--- src/rtl/digit_scroller_pkg.sv ---
// Shared constants and types for the digit scroller and the seven-segment decoder.
package digit_scroller_pkg;

    localparam int NUM_DIGITS = 6;
    localparam int DIGIT_W    = 4;

    typedef logic [DIGIT_W-1:0] digit_t;
    typedef logic [NUM_DIGITS-1:0][DIGIT_W-1:0] window_t;

    localparam digit_t BLANK_CODE = 4'hF;

    // Active-low segments in gfedcba order; anything outside 0..9 (including BLANK_CODE) goes dark.
    function automatic logic [6:0] sevenSegDecode(input digit_t i_digit);
        logic [6:0] segs;
        case (i_digit)
            4'd0:    segs = 7'b1000000;
            4'd1:    segs = 7'b1111001;
            4'd2:    segs = 7'b0100100;
            4'd3:    segs = 7'b0110000;
            4'd4:    segs = 7'b0011001;
            4'd5:    segs = 7'b0010010;
            4'd6:    segs = 7'b0000010;
            4'd7:    segs = 7'b1111000;
            4'd8:    segs = 7'b0000000;
            4'd9:    segs = 7'b0010000;
            default: segs = 7'b1111111;
        endcase
        return segs;
    endfunction

endpackage

--- src/rtl/digit_fifo.sv ---
// Small synchronous FIFO with first-word-fall-through read data.
// DEPTH must be a power of two so the pointers wrap naturally.
module digit_fifo #(
    parameter int DEPTH = 4,
    parameter int WIDTH = 4
) (
    input  logic             i_clk,
    input  logic             i_rst_n,
    input  logic             i_push,
    input  logic [WIDTH-1:0] i_data,
    input  logic             i_pop,
    output logic [WIDTH-1:0] o_data,
    output logic             o_full,
    output logic             o_empty
);

    localparam int ADDR_W = (DEPTH > 1) ? $clog2(DEPTH) : 1;
    localparam logic [ADDR_W:0] COUNT_FULL = (ADDR_W + 1)'(DEPTH);

    logic [WIDTH-1:0]  r_mem [DEPTH];
    logic [ADDR_W-1:0] r_wrPtr;
    logic [ADDR_W-1:0] r_rdPtr;
    logic [ADDR_W:0]   r_count;
    logic              w_push;
    logic              w_pop;

    assign w_push  = i_push && !o_full;
    assign w_pop   = i_pop && !o_empty;
    assign o_full  = (r_count == COUNT_FULL);
    assign o_empty = (r_count == '0);
    assign o_data  = r_mem[r_rdPtr];

    always_ff @(posedge i_clk or negedge i_rst_n) begin
        if (!i_rst_n) begin
            r_wrPtr <= '0;
            r_rdPtr <= '0;
            r_count <= '0;
        end else begin
            if (w_push) r_wrPtr <= r_wrPtr + 1'b1;
            if (w_pop)  r_rdPtr <= r_rdPtr + 1'b1;
            case ({w_push, w_pop})
                2'b10:   r_count <= r_count + 1'b1;
                2'b01:   r_count <= r_count - 1'b1;
                default: r_count <= r_count;
            endcase
        end
    end

    // Storage is left unreset; the pointers alone define what is valid.
    always_ff @(posedge i_clk) begin
        if (w_push) r_mem[r_wrPtr] <= i_data;
    end

endmodule

--- src/rtl/digit_scroller.sv ---
// Six-digit scrolling display window fed from a small digit FIFO, one shift per prescaler tick.
// Define BLANK_LEADING_EN to show not-yet-filled positions as BLANK_CODE instead of 0.
module digit_scroller
    import digit_scroller_pkg::*;
#(
    parameter int TICK_DIV   = 50_000_000,
    parameter int FIFO_DEPTH = 4
) (
    input  logic               CLOCK_50,
    input  logic               KEY0,
    input  logic [DIGIT_W-1:0] din,
    input  logic               din_valid,
    output logic               din_ready,
    input  logic               pause_n,
    output logic [DIGIT_W-1:0] dig0,
    output logic [DIGIT_W-1:0] dig1,
    output logic [DIGIT_W-1:0] dig2,
    output logic [DIGIT_W-1:0] dig3,
    output logic [DIGIT_W-1:0] dig4,
    output logic [DIGIT_W-1:0] dig5,
    output logic               scroll_pulse
);

    localparam int               CNT_W    = (TICK_DIV > 1) ? $clog2(TICK_DIV) : 1;
    localparam logic [CNT_W-1:0] CNT_LAST = CNT_W'(TICK_DIV - 1);

`ifdef BLANK_LEADING_EN
    localparam digit_t UNFILLED_CODE = BLANK_CODE;
`else
    localparam digit_t UNFILLED_CODE = '0;
`endif

    logic [CNT_W-1:0]      r_prescale;
    logic                  r_pauseMeta;
    logic                  r_pauseSync;
    window_t               r_window;
    logic [NUM_DIGITS-1:0] r_occ;

    logic    w_tick;
    logic    w_tickEn;
    logic    w_push;
    logic    w_pop;
    logic    w_fifoFull;
    logic    w_fifoEmpty;
    digit_t  w_fifoHead;
    window_t w_display;

    assign w_tick   = (r_prescale == CNT_LAST);
    assign w_tickEn = w_tick && r_pauseSync;
    assign w_push   = din_valid && din_ready;
    assign w_pop    = w_tickEn && !w_fifoEmpty;

    assign din_ready    = !w_fifoFull;
    assign scroll_pulse = w_pop;

    // Free-running prescaler; pausing only masks its ticks.
    always_ff @(posedge CLOCK_50 or negedge KEY0) begin
        if (!KEY0) begin
            r_prescale <= '0;
        end else begin
            r_prescale <= w_tick ? '0 : r_prescale + 1'b1;
        end
    end

    always_ff @(posedge CLOCK_50 or negedge KEY0) begin
        if (!KEY0) begin
            r_pauseMeta <= 1'b1;
            r_pauseSync <= 1'b1;
        end else begin
            r_pauseMeta <= pause_n;
            r_pauseSync <= r_pauseMeta;
        end
    end

    digit_fifo #(
        .DEPTH (FIFO_DEPTH),
        .WIDTH (DIGIT_W)
    ) u_fifo (
        .i_clk   (CLOCK_50),
        .i_rst_n (KEY0),
        .i_push  (w_push),
        .i_data  (din),
        .i_pop   (w_pop),
        .o_data  (w_fifoHead),
        .o_full  (w_fifoFull),
        .o_empty (w_fifoEmpty)
    );

    // The popped head enters at position 0 and everything moves one place left.
    always_ff @(posedge CLOCK_50 or negedge KEY0) begin
        if (!KEY0) begin
            r_window <= '0;
            r_occ    <= '0;
        end else if (w_pop) begin
            r_window <= {r_window[NUM_DIGITS-2:0], w_fifoHead};
            r_occ    <= {r_occ[NUM_DIGITS-2:0], 1'b1};
        end
    end

    always_comb begin
        w_display = '0;
        for (int i = 0; i < NUM_DIGITS; i++) begin
            w_display[i] = r_occ[i] ? r_window[i] : UNFILLED_CODE;
        end
    end

    assign dig0 = w_display[0];
    assign dig1 = w_display[1];
    assign dig2 = w_display[2];
    assign dig3 = w_display[3];
    assign dig4 = w_display[4];
    assign dig5 = w_display[5];

endmodule

--- config.mk ---
export PLATFORM = sky130hd
export DESIGN_NAME = digit_scroller
export DESIGN_NICKNAME = d
export VERILOG_FILES = /design/src/rtl/digit_scroller_pkg.sv /design/src/rtl/digit_fifo.sv /design/src/rtl/digit_scroller.sv
export SDC_FILE = /design/constraint.sdc
export NUM_CORES = 1
export LEC_CHECK = 0
export ABC_CLOCK_PERIOD_IN_PS = 6600
export BUFFER_PORTS_ARGS = -buffer_cell sky130_fd_sc_hd__buf_2
export CORE_MARGIN = 2
export CORE_UTILIZATION = 50
export CTS_CLUSTER_DIAMETER = 50
export DETAILED_ROUTE_END_ITERATION = 6
export GPL_TIMING_DRIVEN = 0
export PLACE_DENSITY = 0.71
export SYNTH_ARGS = -nofsm -noshare
export SYNTH_HDL_FRONTEND = slang
export SYNTH_SLANG_ARGS = --single-unit
--- constraint.sdc ---
create_clock -name CLOCK_50 -period 6.6 [get_ports CLOCK_50]
set_input_delay 1.32 -clock CLOCK_50 [delete_from_list [all_inputs] [get_ports CLOCK_50]]
set_output_delay 1.32 -clock CLOCK_50 [all_outputs]
set_load 0.05 [all_outputs]
## Word-level counts from Yosys, hierarchy flattened

Memories as Yosys holds them, arrays and structs flattened. A register that Yosys moved wholly into a read port is not among the register bits.
Cells that the tools add are included.

- Add/subtract/negate cells: 5
- Eq/ne operators: 4
- Mux-type cells: 10
- Reductions and logical operators: 10

Operators by type and width:

| kind | count |
|---|---|
| 26-bit by 1-bit adder with 26-bit output, second input constant | 1 |
| 26-bit == test, second input constant | 1 |
| 26-bit two-way mux | 1 |
| 4-bit two-way mux | 6 |
| 3-bit one-hot mux with 2 select lines | 1 |
| 1-bit logical AND | 5 |
| 2-bit by 1-bit adder with 2-bit output, second input constant | 2 |
| 3-bit by 1-bit adder with 3-bit output, second input constant | 1 |
| 3-bit == test, second input constant | 1 |
| 1-bit zero test | 3 |
| 3-bit zero test | 1 |
| 3-bit by 1-bit subtractor with 3-bit output, second input constant | 1 |
| 2-bit by 1-bit == test with 1-bit output, second input constant | 1 |
| 2-bit == test, second input constant | 1 |
| 1-bit two-way mux | 2 |
| 2-bit nonzero test | 1 |

- Bits in registers: 61
- Memory bits (writable): 16
- Bits of input ports: 8
- Memories: 1

Memories:

| memory | words | width | read ports | clocked after Yosys merged registers in | wr ports | line | text |
|---|---|---|---|---|---|---|---|
| u_fifo.r_mem | 4 | 4 | 1 | 1 | 1 | digit_fifo.sv:20 | `logic [WIDTH-1:0] r_mem [DEPTH];` |

## Depth between registers and ports, before layout

- Depth in word-level cells: 6
- Depth in mapped cells: 9
- Gate-level depth less buffers: 9

## Modules after synthesis

Synthesis repeated with hierarchy kept, for this count alone.

- Cells, all modules: 288
- Area total of the unflattened synthesis: 3724.8 sq um

By module, submodules not included:

| module | instances | cells an instance | area each (sq um) |
|---|---|---|---|
| digit_scroller | 1 | 230 | 2707.6 |
| digit_fifo | 1 | 58 | 1017.2 |

## Worst setup path after synthesis

No wires, ideal clock.

- Path kind: flip-flop to output port
- From: register r_prescale[0]
- To: output scroll_pulse
- Arrival time: 2.621 ns
- Path slack: 2.659 ns
- Cell stages (with the launch flop): 5
- Path buffers: 0
- Cell sequence: dfrtp_1 ha_1 and3_1 nand3_1 nor4_1

- Word-level cells in the longest chain between the ends: 3

RTL lines:

| element | line | text |
|---|---|---|
| from (decl) | digit_scroller.sv:33 | `logic [CNT_W-1:0] r_prescale;` |
| from (signal assigned) | digit_scroller.sv:61 | `r_prescale <= w_tick ? '0 : r_prescale + 1'b1;` |
| 26-bit == test | digit_scroller.sv:48 | `assign w_tick = (r_prescale == CNT_LAST);` |
| 1-bit logical AND | digit_scroller.sv:49 | `assign w_tickEn = w_tick && r_pauseSync;` |
| 1-bit logical AND | digit_scroller.sv:51 | `assign w_pop = w_tickEn && !w_fifoEmpty;` |
| to (decl) | digit_scroller.sv:21 | `output logic scroll_pulse` |

No other way between the ends.

## Worst setup path after layout

Same ends and word-level chain as after synthesis.

==> implementation parameters <==
Parameter                              Value

Routing
  Drt pass-1 iters    4
  Vias post-DR    2,232
  Iteration-0 DRC Markers    96
  Post-DR vias/cell    approximately 5.3
  Average routed wire per standard cell    14.3 um
  DRT Wirelength    6.08 mm
  DRC violation count after routing    0
  ANT nets after route    0

Floorplan
  Floorplan Core Area    0.00718 mm2
  Cell Rows    31
  I/O pins    34
  Starting Density    0.509
  Die Height    89.5 um
  Die area    0.00800 mm2
  Die Wd    between 80 and 90 um

Synthesis
  Sequential element share of the synthesized area    0.578
  Fraction of the mapped netlist area in adder cells    0.0260
  Most area-consuming cells after synthesis    sky130_fd_sc_hd__dfrtp_1 (43%), sky130_fd_sc_hd__edfxtp_1 (13%), sky130_fd_sc_hd__mux2_2 (6.8%)
  Top cell type by total area after synthesis    sky130_fd_sc_hd__dfrtp_1
  Synth Area in Compound Gates    0.0312
  XOR/XNOR Fraction of Synth Area    0.0552
  Number of synthesis warnings    0
  Mapped Nets    292
  Dominant combinational cell family by area after synthesis    simple AND/OR/NAND/NOR gates
  Ys flop type    sky130_fd_sc_hd__dfrtp_1
  EDFF count, synth    16
  Share of synthesized cell area in and, or, nand and nor gates    0.171
  Post-synth ARST share    0.802
  Number of synthesized register bits    81
  Post-Synthesis Cell Area    roughly 0.0037 mm2
  Instance count of the mapped netlist    277
  Mean Syn Cell Area    13.2 um2
  Number of different library cells in the post-synthesis netlist    46
  Fraction of synthesized area in multiplexers    0.123
  Proportion of netlist area held by the largest area contributor    0.432

Global routing
  Total GRT Usage    0.173
  Pin count of the biggest net entering global routing    66
  Global-route wire length before repair    10.5 mm
  Overall overflow remaining after global route    0
  Vias in the first global route    2,216
  Initial antenna violation count    0

STA
  Number of endpoints with negative hold slack in the final report    0
  Maximum clock frequency    ~270 MHz
  Measured slew at the worst slew-check pin    around 0.8 ns
  Slew headroom    0.465
  Setup Total Neg Slack    0 ns
  Post-layout minimum cycle time    3.67 ns
  RSZ-0062 raised after global routing    false
  Final-layout worst hold slack    0.358 ns
  Number of slew-limit violations in the final report    0
  Post-route clock skew    0.00558 ns
  Share of the clock period used by the worst path    0.556
  Setup-failing EPs final    0

Placement
  Placer's final routability congestion estimate    0.853
  DP Area    0.00394 mm2
  Half-perimeter wire length after placement    4.26 mm
  Port Buf Inserts    33

Setup path
  Register-to-register setup slack    approximately 3.9 ns
  Critical Path Fanout Max    6
  Worst path cell trace    ha_1 > and3_1 > nand3_1 > nor4_1 > buf_2
  Crit Path Class    flop to output pin
  Delay of the slowest cell on the worst path    between 0.5 and 0.6 ns
  Worst reg2reg startpoint    r_prescale[0]$_DFF_PN0_
  Slowest cell on the critical path    sky130_fd_sc_hd__nor4_1
  Endpoint of the worst register-to-register path    u_fifo.r_count[1]$_DFFE_PN0P_
  Required time worst endpoint    5.28 ns
  Count of buffer and inverter cells on the critical path    1
  Cell count of the worst reg-to-reg path    7
  Cell family with the largest share of critical-path delay    simple AND/OR/NAND/NOR gates
  Type of element capturing the critical path    output pin
  CP startpoint kind    flop
  Arrival @ worst endpoint    2.35 ns

Cells and area
  Post-layout nets    336
  Leading cell type in the layout, fill and taps excluded    sky130_fd_sc_hd__dfrtp_1
  Fin area    0.00411 mm2
  Ratio of cells with drive above 1 in the final layout    0.267
  Util after Layout    0.573
  Final antenna diode count    0
  Synthesis-to-finish area growth    12.6%
  Fillcell total    630
  Most frequent cells in the layout    sky130_fd_sc_hd__dfrtp_1 (63), sky130_fd_sc_hd__buf_2 (33), sky130_fd_sc_hd__and2_1 (26)

Clocking
  Clock Root Buffer    sky130_fd_sc_hd__clkbuf_8
  Clock H-tree levels    3
  Cts repair resizes    0
  CTS Sinks    81
  Clock slew at reported path FFs    0.08 ns
  Buffers from clock root to sink, at most    2
  Post-CTS Repair Setup Buffers    0
  CTS Hold Bufs    0
  Clock network latency to the later pin of the worst-skew pair    0.34 ns
  Number of buffers added by the clock tree synthesis step    9
  CTS tree    built

Min path
  Hold path start    r_pauseMeta$_DFF_PN1_
  Hold Crit Endpoint    r_pauseSync$_DFF_PN1_
  Hold Path Depth    0
  Path type of the worst min-delay path    flop to flop

Pwr
  Peak supply drop    0.189 mV
  Leakage power    1.92 nW
  Areal power density over the cells    239 mW/mm2

Run status
  Outcome    completed

Run
  Maximum Capacitance Violations    0
## logic make-up after synthesis
| kind of cell | count (synthesis) |
|---|---|
| simple gates | 102 |
| flops | 81 |
| mux | 36 |
| xor+xnor | 23 |
| compound gates | 16 |
| buf+inv | 12 |
| fa+ha+maj | 7 |
## Yosys cell counts (2+ instances only)
cell type                  instances
sky130_fd_sc_hd__mux4_2            4
sky130_fd_sc_hd__a21oi_1           5
sky130_fd_sc_hd__nand4_1           7
sky130_fd_sc_hd__nand4_4           2
sky130_fd_sc_hd__dfstp_2           2
sky130_fd_sc_hd__and2_1           26
sky130_fd_sc_hd__mux2_1            9
sky130_fd_sc_hd__nor4_1            7
sky130_fd_sc_hd__nor3_1            5
sky130_fd_sc_hd__mux2_2           22
sky130_fd_sc_hd__nor2_1           15
sky130_fd_sc_hd__o31ai_1           5
sky130_fd_sc_hd__ha_1              6
sky130_fd_sc_hd__clkbuf_1          3
sky130_fd_sc_hd__and3_1            9
sky130_fd_sc_hd__or4_1             3
sky130_fd_sc_hd__nand2_1           7
sky130_fd_sc_hd__nand3_1           8
sky130_fd_sc_hd__xor2_1            8
sky130_fd_sc_hd__edfxtp_1         16
sky130_fd_sc_hd__xnor2_1          15
sky130_fd_sc_hd__buf_4             3
sky130_fd_sc_hd__inv_1             5
sky130_fd_sc_hd__dfrtp_1          63
## metrics by stage
| step | cells | total power [mW] | worst slack, ns |
|---|---|---|---|
| after CTS | 425 | 1.00 | 2.92 |
| after global placement | 409 | 0.676 | 3.35 |
| after detailed placement | 409 | 0.684 | 3.34 |
| after global routing | 425 | 1.03 | 2.79 |
| final | 425 | 0.984 | 2.93 |
| after floorplan | 277 | 0.649 | 2.66 |
## layout make-up
cell class / count / area (um2) / area share
flip-flops and latches: 81 / 2110 / 0.513
clock inverters: 7 / 43.8 / 0.0107
well taps: 99 / 124 / 0.0301
plain buffers: 7 / 38.8 / 0.00943
inverters: 5 / 18.8 / 0.00456
repair buffers: 33 / 168 / 0.0408
multi-input cells: 184 / 1490 / 0.361
clock buffers: 9 / 124 / 0.0301
## power by group
part	internal [mW]	switching, mW
Combinational	0.0410	0.0565
Sequential	0.549	0.0240
Clock	0.136	0.178
## worst max path at each step
stage | from | endpoint | slack [ns] | cells past startpoint
3_3_place_gp | r_prescale[0]$_DFF_PN0_ | scroll_pulse | 3.35 | 5
3_5_place_dp | r_prescale[0]$_DFF_PN0_ | scroll_pulse | 3.34 | 5
2_1_floorplan | r_prescale[0]$_DFF_PN0_ | scroll_pulse | 2.66 | 4
5_1_grt | r_prescale[0]$_DFF_PN0_ | scroll_pulse | 2.79 | 5
6_report | r_prescale[0]$_DFF_PN0_ | scroll_pulse | 2.93 | 5
4_1_cts | r_prescale[0]$_DFF_PN0_ | scroll_pulse | 2.92 | 5
## routing by layer
| layer | track usage | share of wire | vias to the layer above |
|---|---|---|---|
| li1 | - | - | 1092 |
| met1 | 0.238 | 0.49 | 1088 |
| met2 | 0.265 | 0.46 | 42 |
| met3 | 0.0323 | 0.031 | 10 |
| met4 | 0.0828 | 0.020 | 0 |
| met5 | 0 | 0 | - |
## sequential cells by signal (all words and copies together) (netlist names)
signal,flops
r_prescale,26
r_window,24
u_fifo.r_mem,16
r_occ,6
u_fifo.r_count,3
u_fifo.r_rdPtr,2
u_fifo.r_wrPtr,2
r_pauseMeta,1
r_pauseSync,1
Note: power is estimated with default switching activity, not from simulation.
